[config.mk]
export PLATFORM = sky130hd
export DESIGN_NAME = s420_state_gen_flat
export DESIGN_NICKNAME = d
export VERILOG_FILES = /design/src/rtl/s420_state_gen_if.sv /design/src/rtl/s420_state_gen.sv /design/src/flat_wrapper.sv
export SDC_FILE = /design/constraint.sdc
export NUM_CORES = 1
export LEC_CHECK = 0
export CAP_MARGIN = 0
export CORE_MARGIN = 1.5
export CORE_UTILIZATION = 58
export DETAILED_ROUTE_END_ITERATION = 10
export GPL_TIMING_DRIVEN = 1
export HOLD_SLACK_MARGIN = 0.08
export PLACE_DENSITY = 0.84
export RECOVER_POWER = 50
export SLEW_MARGIN = 25
export SYNTH_ARGS = -nofsm -noshare
export SYNTH_HDL_FRONTEND = slang
export SYNTH_SLANG_ARGS = --single-unit
[constraint.sdc]
create_clock -name CK -period 2.9 [get_ports CK]
set_input_delay 0.29 -clock CK [delete_from_list [all_inputs] [get_ports CK]]
set_output_delay 0.29 -clock CK [all_outputs]
set_load 0.01 [all_outputs]
[src/rtl/s420_state_gen_if.sv]
// Serial coefficient stream between a coefficient source and s420_state_gen.
// The master drives data, valid and last; the slave returns ready.
interface s420_state_gen_if;
   logic CS_D;
   logic CS_VALID;
   logic CS_READY;
   logic CS_LAST;

   modport master (output CS_D, output CS_VALID, output CS_LAST, input CS_READY);
   modport slave  (input CS_D, input CS_VALID, input CS_LAST, output CS_READY);
endinterface

[src/rtl/s420_state_gen.sv]
// State and coefficient front stage for the s420 Z cone: an X-driven up-counter
// gated by a committed coefficient that is loaded serially, LSB first.
module s420_state_gen #(
   parameter int unsigned CNT_W   = 16,
   parameter int unsigned COEF_W  = 17,
   parameter bit          WRAP_EN = 1'b1
) (
   input  logic              CK,
   input  logic              RN,
   input  logic              X,
   input  logic              CLR,
   s420_state_gen_if.slave   cs,
   output logic [CNT_W-1:0]  Y,
   output logic [COEF_W-1:0] C,
   output logic              COEF_OK,
   output logic              WRAP,
   output logic              FRAME_ERR
);

   // bitcnt must reach COEF_W+1 so that over-long frames stay distinguishable
   localparam int unsigned BC_W  = $clog2(COEF_W + 2);
   localparam int unsigned IDX_W = $clog2(COEF_W);
   localparam logic [BC_W-1:0]  BC_FULL = BC_W'(COEF_W);
   localparam logic [BC_W-1:0]  BC_OVER = BC_W'(COEF_W + 1);
   localparam logic [CNT_W-1:0] Y_MAX   = '1;
   localparam logic [CNT_W-1:0] Y_PEN   = Y_MAX - CNT_W'(1);

   typedef enum logic [1:0] {
      IDLE   = 2'd0,
      SHIFT  = 2'd1,
      COMMIT = 2'd2
   } state_t;

   state_t            state;
   logic [COEF_W-1:0] shadow;
   logic [BC_W-1:0]   bitcnt;
   logic              cs_ready_q;
   logic              accept_c;

   assign cs.CS_READY = cs_ready_q;
   assign accept_c    = cs.CS_VALID & cs_ready_q;

   // Coefficient loader: shadow fills bit by bit, C only moves on a clean commit
   always_ff @(posedge CK or negedge RN) begin
      if (!RN) begin
         state      <= IDLE;
         shadow     <= '0;
         bitcnt     <= '0;
         C          <= '0;
         COEF_OK    <= 1'b0;
         FRAME_ERR  <= 1'b0;
         cs_ready_q <= 1'b0;
      end else begin
         unique case (state)
            IDLE: begin
               cs_ready_q <= 1'b1;
               if (accept_c) begin
                  shadow[0] <= cs.CS_D;
                  bitcnt    <= BC_W'(1);
                  if (cs.CS_LAST) begin
                     state      <= COMMIT;
                     cs_ready_q <= 1'b0;
                  end else begin
                     state <= SHIFT;
                  end
               end
            end
            SHIFT: begin
               cs_ready_q <= 1'b1;
               if (accept_c) begin
                  if (bitcnt < BC_FULL) shadow[bitcnt[IDX_W-1:0]] <= cs.CS_D;
                  if (bitcnt < BC_OVER) bitcnt <= bitcnt + BC_W'(1);
                  if (cs.CS_LAST) begin
                     state      <= COMMIT;
                     cs_ready_q <= 1'b0;
                  end
               end
            end
            COMMIT: begin
               if (bitcnt == BC_FULL) begin
                  C       <= shadow;
                  COEF_OK <= 1'b1;
               end else begin
                  FRAME_ERR <= 1'b1;
               end
               bitcnt     <= '0;
               state      <= IDLE;
               cs_ready_q <= 1'b1;
            end
            default: begin
               state      <= IDLE;
               cs_ready_q <= 1'b1;
            end
         endcase
      end
   end

   // State counter; uses the pre-edge COEF_OK so a first commit enables counting next cycle
   always_ff @(posedge CK or negedge RN) begin
      if (!RN) begin
         Y    <= '0;
         WRAP <= 1'b0;
      end else begin
         WRAP <= 1'b0;
         if (CLR) begin
            Y <= '0;
         end else if (COEF_OK && X) begin
            if (Y != Y_MAX) begin
               Y <= Y + CNT_W'(1);
               if (!WRAP_EN && (Y == Y_PEN)) WRAP <= 1'b1;
            end else if (WRAP_EN) begin
               Y    <= '0;
               WRAP <= 1'b1;
            end
         end
      end
   end

endmodule
[src/flat_wrapper.sv]
// flat-port wrapper written by rule: the top's interface ports become plain ports
module s420_state_gen_flat 
#(
   parameter int unsigned CNT_W   = 16,
   parameter int unsigned COEF_W  = 17,
   parameter bit          WRAP_EN = 1'b1
)
  (CK, RN, X, CLR, Y, C, COEF_OK, WRAP, FRAME_ERR, cs_CS_D, cs_CS_VALID, cs_CS_LAST, cs_CS_READY);
  s420_state_gen_if cs_i ();
  input  logic CK;
  input  logic RN;
  input  logic X;
  input  logic CLR;
  output logic [CNT_W-1:0] Y;
  output logic [COEF_W-1:0] C;
  output logic COEF_OK;
  output logic WRAP;
  output logic FRAME_ERR;
  input wire logic [$bits(cs_i.CS_D)-1:0] cs_CS_D;
  input wire logic [$bits(cs_i.CS_VALID)-1:0] cs_CS_VALID;
  input wire logic [$bits(cs_i.CS_LAST)-1:0] cs_CS_LAST;
  output wire logic [$bits(cs_i.CS_READY)-1:0] cs_CS_READY;
  assign cs_i.CS_D = cs_CS_D;
  assign cs_i.CS_VALID = cs_CS_VALID;
  assign cs_i.CS_LAST = cs_CS_LAST;
  assign cs_CS_READY = cs_i.CS_READY;
  s420_state_gen #(.CNT_W(CNT_W), .COEF_W(COEF_W), .WRAP_EN(WRAP_EN)) u_core (.CK(CK), .RN(RN), .X(X), .CLR(CLR), .cs(cs_i), .Y(Y), .C(C), .COEF_OK(COEF_OK), .WRAP(WRAP), .FRAME_ERR(FRAME_ERR));
endmodule
==> metrics.csv, run 1 <==
stage,metric,value,unit
outcome,status,"complete, no violations",
placed_design,preCtsSetupSlack,0.8681,ns
floorplan,start_util,59.75,%
global_routing,grt_pass1_vias,2107,
timing,fin_setup_tns,0,ns
worst_setup_path,reg2reg_depth,5,
logic_synthesis,synth_cells,265,
worst_setup_path,worstPathRequired,3.12,ns
cts,numCtsBuffers,9,
power,p_leak,1.638,nW
logic_synthesis,yosysTopAreaCell,dfrtp_1,
drt,route.vias.total,2199,
placed_design,post-place-cells,370,
worst_setup_path,worstPathCellList,inv_1 -> ha_1 -> nand4_1 -> nor4b_1 -> mux2_2,
worst_setup_path,cp-start-kind,flop,
logic_synthesis,yosysUniqueCellTypes,47,
final_layout,n_antenna_cell,0,
timing,period_minus_slack,2.020,ns
worst_setup_path,rr_endpoint,u_core.shadow[6],
timing,hold_viol_final,0,
final_layout,stdcell_area,0.003612,mm^2
cts,clock-sinks,61,
worst_setup_path,cp.arrival,2.24,ns
cts,clockBufferDepth,2,
final_layout,syn_to_final_growth,19.89,%
drt,vias_per_cell,5.697,
cts,clk_latency,0.33,ns
final_layout,stdcell_count,386,
logic_synthesis,synth-seq-cells,61,
timing,rsz0062_at_grt,no,
global_routing,grt_start_max_net_pins,62,
timing,max_freq,0.4951,GHz
global_routing,grt_overflow,0,
floorplan,die_w,75.08,um
logic_synthesis,avgSynthCellArea,11.37,um^2
logic_synthesis,synth-edff-count,0,
cts,cts_setup_buffers,0,
cts,cts_htree_levels,3,
final_layout,nets,327,
power,power_frac_comb,19.8,%
timing,worst_pin_slew,1.439,ns
floorplan,ioPinCount,44,
global_routing,antenna_found_initial,0,
global_routing,track_usage,23.99,%
worst_setup_path,rrSetupSlack,0.88,ns
final_layout,drive_above_1_share,16.77,%
logic_synthesis,synthTopCellsByArea,"dfrtp_1 51%, mux2_2 13%, ha_1 3.7%",
floorplan,core,0.005042,mm^2
timing,fin_worst_skew,0.005678,ns
worst_setup_path,cp_slowest_stage_delay,0.41,ns
logic_synthesis,yosysMostFrequentCell,dfrtp_1,
power,internal_power,1.397,mW
global_routing,gr-usage-met1,28.56,%
worst_setup_path,crit_path_top_delay_cell,dfrtp_1,
global_routing,grt_pass1_wl,9777,um
floorplan,die_h,75.08,um
power,irDropWorstVdd,0.5378,mV
logic_synthesis,ys_seq_area_share,50.66,%
drt,drc,0,
cts,clkTransAtPathRegs,0.06,ns
timing,setup_violations,0,
logic_synthesis,syn-num-nets,281,
timing,fin_crit_sh,69.65,%
global_routing,top_usage_layer,met2,
final_layout,nFillCells,376,
global_routing,met3_usage,6.961,%
logic_synthesis,yosysWarnings,0,
job,drv_cap,0,
floorplan,dieArea,0.005636,mm^2
placed_design,dp_hpwl,4258,um
logic_synthesis,synth_common_cells,"61 x dfrtp_1, 35 x mux2_2, 25 x nand2_1, 18 x nor2_1, 14 x nor3_1",
global_routing,grt_use_met2,40.90,%
worst_setup_path,path_class,reg2reg,
drt,ant_nets,0,
cts,ctsRootBufferMaster,clkbuf_8,
drt,post_drt_wl_per_cell,15.40,um
drt,drt_pre_antenna_iters,4,
placed_design,place_area,0.003465,mm^2
worst_setup_path,r2r-start,u_core.state[1],
cts,cts_tree,done,
power,seqPwrFrac,49.6,%
power,clockPowerShare,30.6,%
worst_setup_path,cp-end-kind,flop,
power,powerDensity,548.4,mW/mm^2
timing,maxSlewViolCount,0,
drt,drt_iter0_drc,110,
power,switchingPower,583.8,uW
cts,holdBufCountCts,0,
logic_synthesis,async_flop_share,100.0,%
logic_synthesis,synth_ff_type,dfrtp_1,
timing,layout_setup_ws,0.8802,ns
logic_synthesis,synth_top_area_share,50.66,%
min_path,hp-class,in2async,
placed_design,io_buffers,43,
timing,slew_headroom,4.049,%
logic_synthesis,syn_area,0.003013,mm^2
timing,holdWs,0.3701,ns
placed_design,gp_congestion,0.8737,
cts,cts.repair.resized,0,
power,p_sw_share,29.47,%
drt,wl,5946,um
worst_setup_path,worstPathMaxFanout,13,
floorplan,fp-row-count,26,
[per-layer routing]
metal / vias up / part of all wire [%]
li1: 1051 / -
met1: 1095 / 44
met2: 47 / 51
met3: 6 / 3.9
met4: 0 / 0.96
met5: - / 0
[cells in the final DEF (no fill, tap or decap), drive strengths merged, types with 3 or more instances in the layout]
cell type      Yosys  layout
nand3             13      13
nor3b              3       3
dfrtp             61      61
o21ai              4       4
mux2              35      35
inv                5       5
nor2              19      19
nand4              7       7
nand2b             8       8
xnor2              5       5
dlygate4sd3        0      13
a21oi              4       4
clkbuf             2      15
xor2               3       3
o22a               5       5
nand2             25      25
a21o               3       3
ha                 9       9
and4               6       6
clkdlybuf4s50      0      29
nor3              14      14
[power by group through the flow]
stage | combinational (mW) | sequential, mW | clock, mW
after floorplan | 0.298 | 0.982 | 0
after global placement | 0.383 | 0.994 | 0
after detailed placement | 0.394 | 0.997 | 0
after CTS | 0.396 | 0.982 | 0.626
after global routing | 0.438 | 0.990 | 0.666
final | 0.393 | 0.983 | 0.605
[critical path: cells and delay by family, from the launching register on]
kind | cells | cell delay [ns]
adders and majority gates | 1 | 0.40
DFF | 1 | 0.41
buffers and inverters | 1 | 0.10
muxes | 1 | 0.37
and+or+nand+nor | 2 | 0.62
[worst max-delay path by stage]
stage | startpoint | end | cells after the start
after CTS | u_core.state[1] | u_core.shadow[6] | 5
after detailed placement | X | u_core.Y[13] | 5
final | u_core.state[1] | u_core.shadow[6] | 5
after global routing | u_core.state[1] | u_core.shadow[1] | 6
after global placement | X | u_core.Y[13] | 5
after floorplan | u_core.state[1] | u_core.shadow[6] | 6
[cell type report]
class | count | area [um^2] | share of cell area, %
flip-flops and latches | 61 | 1526 | 42.26
multi-input cells | 190 | 1396 | 38.66
repair buffers | 44 | 430.4 | 11.92
clock buffers | 14 | 142.6 | 3.949
well taps | 70 | 87.58 | 2.425
inverters | 5 | 18.77 | 0.5196
clock inverters | 2 | 10.01 | 0.2771
[flip-flops by register name (all words and copies together), names as in the netlist]
signal              count
u_core.state            2
u_core.Y               16
u_core.WRAP             1
u_core.COEF_OK          1
u_core.FRAME_ERR        1
u_core.C               17
u_core.bitcnt           5
u_core.cs.CS_READY      1
u_core.shadow          17
[cells by family (layout without fill, tap and decap cells)]
family          Yosys count  after routing  share of synthesized area [%]
flops                    61             61                          50.66
buf+inv                  14             65                          2.907
compound gates           26             26                          6.229
fa+ha+maj                 9              9                          3.738
mux                      37             37                          13.75
simple gates            110            110                          20.39
xor+xnor                  8              8                          2.326
[stage by stage]
stage,power (mW),util (%)
after global placement,1.376,68.71
after floorplan,1.280,-
after detailed placement,1.391,68.71
final,1.981,71.64
after CTS,2.003,71.74
after global routing,2.094,71.64
No activity file was read; power rests on OpenSTA's default activity.
==> inputs of run 2 (changes only) <==
- CORE_UTILIZATION: 58 -> 49
- PLACE_DENSITY: 0.84 -> 0.76
- clock period: 2.9 -> 1.8 ns (I/O delays scaled with it)
==> run 2 against run 1 <==
Total power up 79%. Via count is 4.8% higher. Critical endpoint is now u_core.Y[13]. Critical path depth did not move. Utilization down 5.6 points. Sequential cell count unchanged. Sequential power rose by 62%.
==> metrics.csv, run 2 (synthesized netlist as in run 1, its figures left out) <==
stage,metric,value,unit,change
timing,rsz0062_at_grt,yes,,
placed_design,preCtsSetupSlack,0.05126,ns,-0.8168 ns
floorplan,core,0.005921,mm^2,+17%
final_layout,final_common_cell,dfrtp_1,,
cts,cts_setup_buffers,0,,unchanged
min_path,hold_depth,1,,
drt,drt_iter0_drc,105,,-4.5%
global_routing,grt_start_max_net_pins,41,,-34%
floorplan,dieArea,0.006628,mm^2,+18%
global_routing,track_usage,22.30,%,-1.7 points
final_layout,drive_above_1_share,24.71,%,+7.9 points
timing,hold_viol_final,0,,unchanged
cts,numCtsBuffers,9,,unchanged
final_layout,top_regs,"u_core.C: 17 flops, u_core.shadow: 17 flops, u_core.Y: 16 flops",,
power,power_frac_comb,20.5,%,+0.7 points
cts,clock-sinks,61,,unchanged
cts,clkTransAtPathRegs,0.07,ns,about the same
floorplan,fp-row-count,28,,+7.7%
cts,cts_tree,done,,
worst_setup_path,endpoint,u_core.Y[13],,
final_layout,stdcell_area,0.003908,mm^2,+8.2%
worst_setup_path,rrSetupSlack,0.02,ns,-0.86 ns
global_routing,grt_pass1_wl,10960,um,+12%
timing,period_minus_slack,1.781,ns,-0.2392 ns
drt,ant_nets,0,,unchanged
cts,cts_htree_levels,3,,unchanged
timing,max_freq,0.5616,GHz,+13%
global_routing,grt_overflow,0,,unchanged
worst_setup_path,worstPathRequired,2.06,ns,-1.06 ns
worst_setup_path,path_class,reg2reg,,
timing,layout_setup_ws,0.01938,ns,-0.8608 ns
global_routing,grt_pass1_vias,2277,,+8.1%
placed_design,gp_congestion,0.9042,,+3.5%
timing,worst_pin_slew,1.267,ns,-0.1722 ns
final_layout,nFillCells,483,,+28%
worst_setup_path,cp-start-kind,flop,,
drt,wl,6498,um,+9.3%
cts,clk_latency,0.34,ns,about the same
timing,setup_violations,0,,unchanged
cts,clockBufferDepth,2,,unchanged
timing,fin_worst_skew,0.01049,ns,+0.004809 ns
floorplan,start_util,50.89,%,-8.9 points
worst_setup_path,cp-end-kind,flop,,
worst_setup_path,worstPathMaxFanout,8,,-5
worst_setup_path,critPathLaunch,u_core.Y[0],,
final_layout,syn_to_final_growth,29.69,%,
power,irDropWorstVdd,0.8047,mV,+50%
placed_design,io_buffers,43,,unchanged
worst_setup_path,rr_endpoint,u_core.Y[13],,
timing,slew_headroom,15.53,%,+11 points
drt,drc,0,,unchanged
power,powerDensity,907.8,mW/mm^2,+66%
timing,fin_crit_sh,98.92,%,+29 points
power,p_sw_share,29.80,%,+0.33 points
min_path,hp-class,reg2reg,,
final_layout,final_cell_mix,"61 x dfrtp_1, 35 x mux2_2, 35 x clkdlybuf4s50_1",,
cts,ctsRootBufferMaster,clkbuf_8,,
floorplan,die_w,81.42,um,+8.4%
power,switchingPower,1.057,mW,+81%
drt,drt_pre_antenna_iters,4,,unchanged
global_routing,antenna_found_initial,0,,unchanged
min_path,min-delay-start,u_core.FRAME_ERR,,
floorplan,ioPinCount,44,,unchanged
power,clockPowerShare,34.8,%,+4.2 points
placed_design,dp_hpwl,4605,um,+8.1%
placed_design,place_area,0.003699,mm^2,+6.8%
power,seqPwrFrac,44.8,%,-4.8 points
timing,maxSlewViolCount,0,,unchanged
final_layout,nets,355,,+8.6%
final_layout,n_antenna_cell,0,,unchanged
power,internal_power,2.490,mW,+78%
timing,holdWs,0.4597,ns,+0.08956 ns
drt,route.vias.total,2304,,+4.8%
worst_setup_path,reg2reg_depth,5,,unchanged
job,drv_cap,0,,unchanged
outcome,status,"complete, no violations",,
drt,vias_per_cell,5.499,,-3.5%
power,p_leak,1.782,nW,+8.8%
drt,post_drt_wl_per_cell,15.51,um,+0.68%
floorplan,die_h,81.42,um,+8.4%
worst_setup_path,r2r-start,u_core.Y[0],,
worst_setup_path,cp.arrival,2.05,ns,-0.19 ns
-- run 2: worst min-delay path by stage --
stage / to / slack [ns]
after global placement: u_core.Y[15] / 0.19
after CTS: u_core.WRAP / 0.36
final: u_core.FRAME_ERR / 0.46
after global routing: u_core.FRAME_ERR / 0.48
after floorplan: u_core.COEF_OK / -0.12
after detailed placement: u_core.Y[15] / 0.20
-- run 2: worst max-delay path: stages (launching register included) --
cell and delay, ns:
dfrtp_1 0.38, ha_1 0.24, and4_1 0.23, and4_2 0.26, or4_1 0.52, o21ai_1 0.08
-- run 2: metal layers --
layer / GRT usage, % / wire length (um)
met5: 0 / 0
met4: 8.621 / 132
met3: 6.556 / 411
met2: 36.45 / 3181
met1: 27.84 / 2772
-- run 2: metrics by stage --
| stage | instances | setup TNS [ns] | power (mW) | utilization (%) |
|---|---|---|---|---|
| after global routing | 419 | -0.1704 | 3.764 | 66.00 |
| after global placement | 402 | 0 | 2.329 | 62.47 |
| after floorplan | 265 | 0 | 2.062 | - |
| after CTS | 419 | 0 | 3.601 | 66.04 |
| after detailed placement | 402 | 0 | 2.355 | 62.47 |
| final | 419 | 0 | 3.547 | 66.00 |
-- run 2: power groups by stage --
stage | clock network (mW) | logic (mW) | registers (mW)
after global routing | 1.34 | 0.827 | 1.60
final | 1.23 | 0.726 | 1.59
after detailed placement | 0 | 0.746 | 1.61
after CTS | 1.27 | 0.750 | 1.59
after floorplan | 0 | 0.481 | 1.58
after global placement | 0 | 0.724 | 1.60
-- run 2: repair_timing --
| action | in CTS | in global routing |
|---|---|---|
| hold endpoints to repair | 21 | 0 |
| endpoints found under the setup margin | 0 | 23 |
| resized for setup | 0 | 5 |
| hold buffers | 1 | 0 |
-- run 2: area by class of cell --
cell class              instances  area [um^2]  share of cell area, %
inverters                       5        18.77                 0.4803
clock inverters                 5        60.06                  1.537
flip-flops and latches         61         1526                  39.06
repair buffers                 72        658.1                  16.84
multi-input cells             190         1409                  36.06
well taps                      75        93.84                  2.402
clock buffers                  11        141.4                  3.618
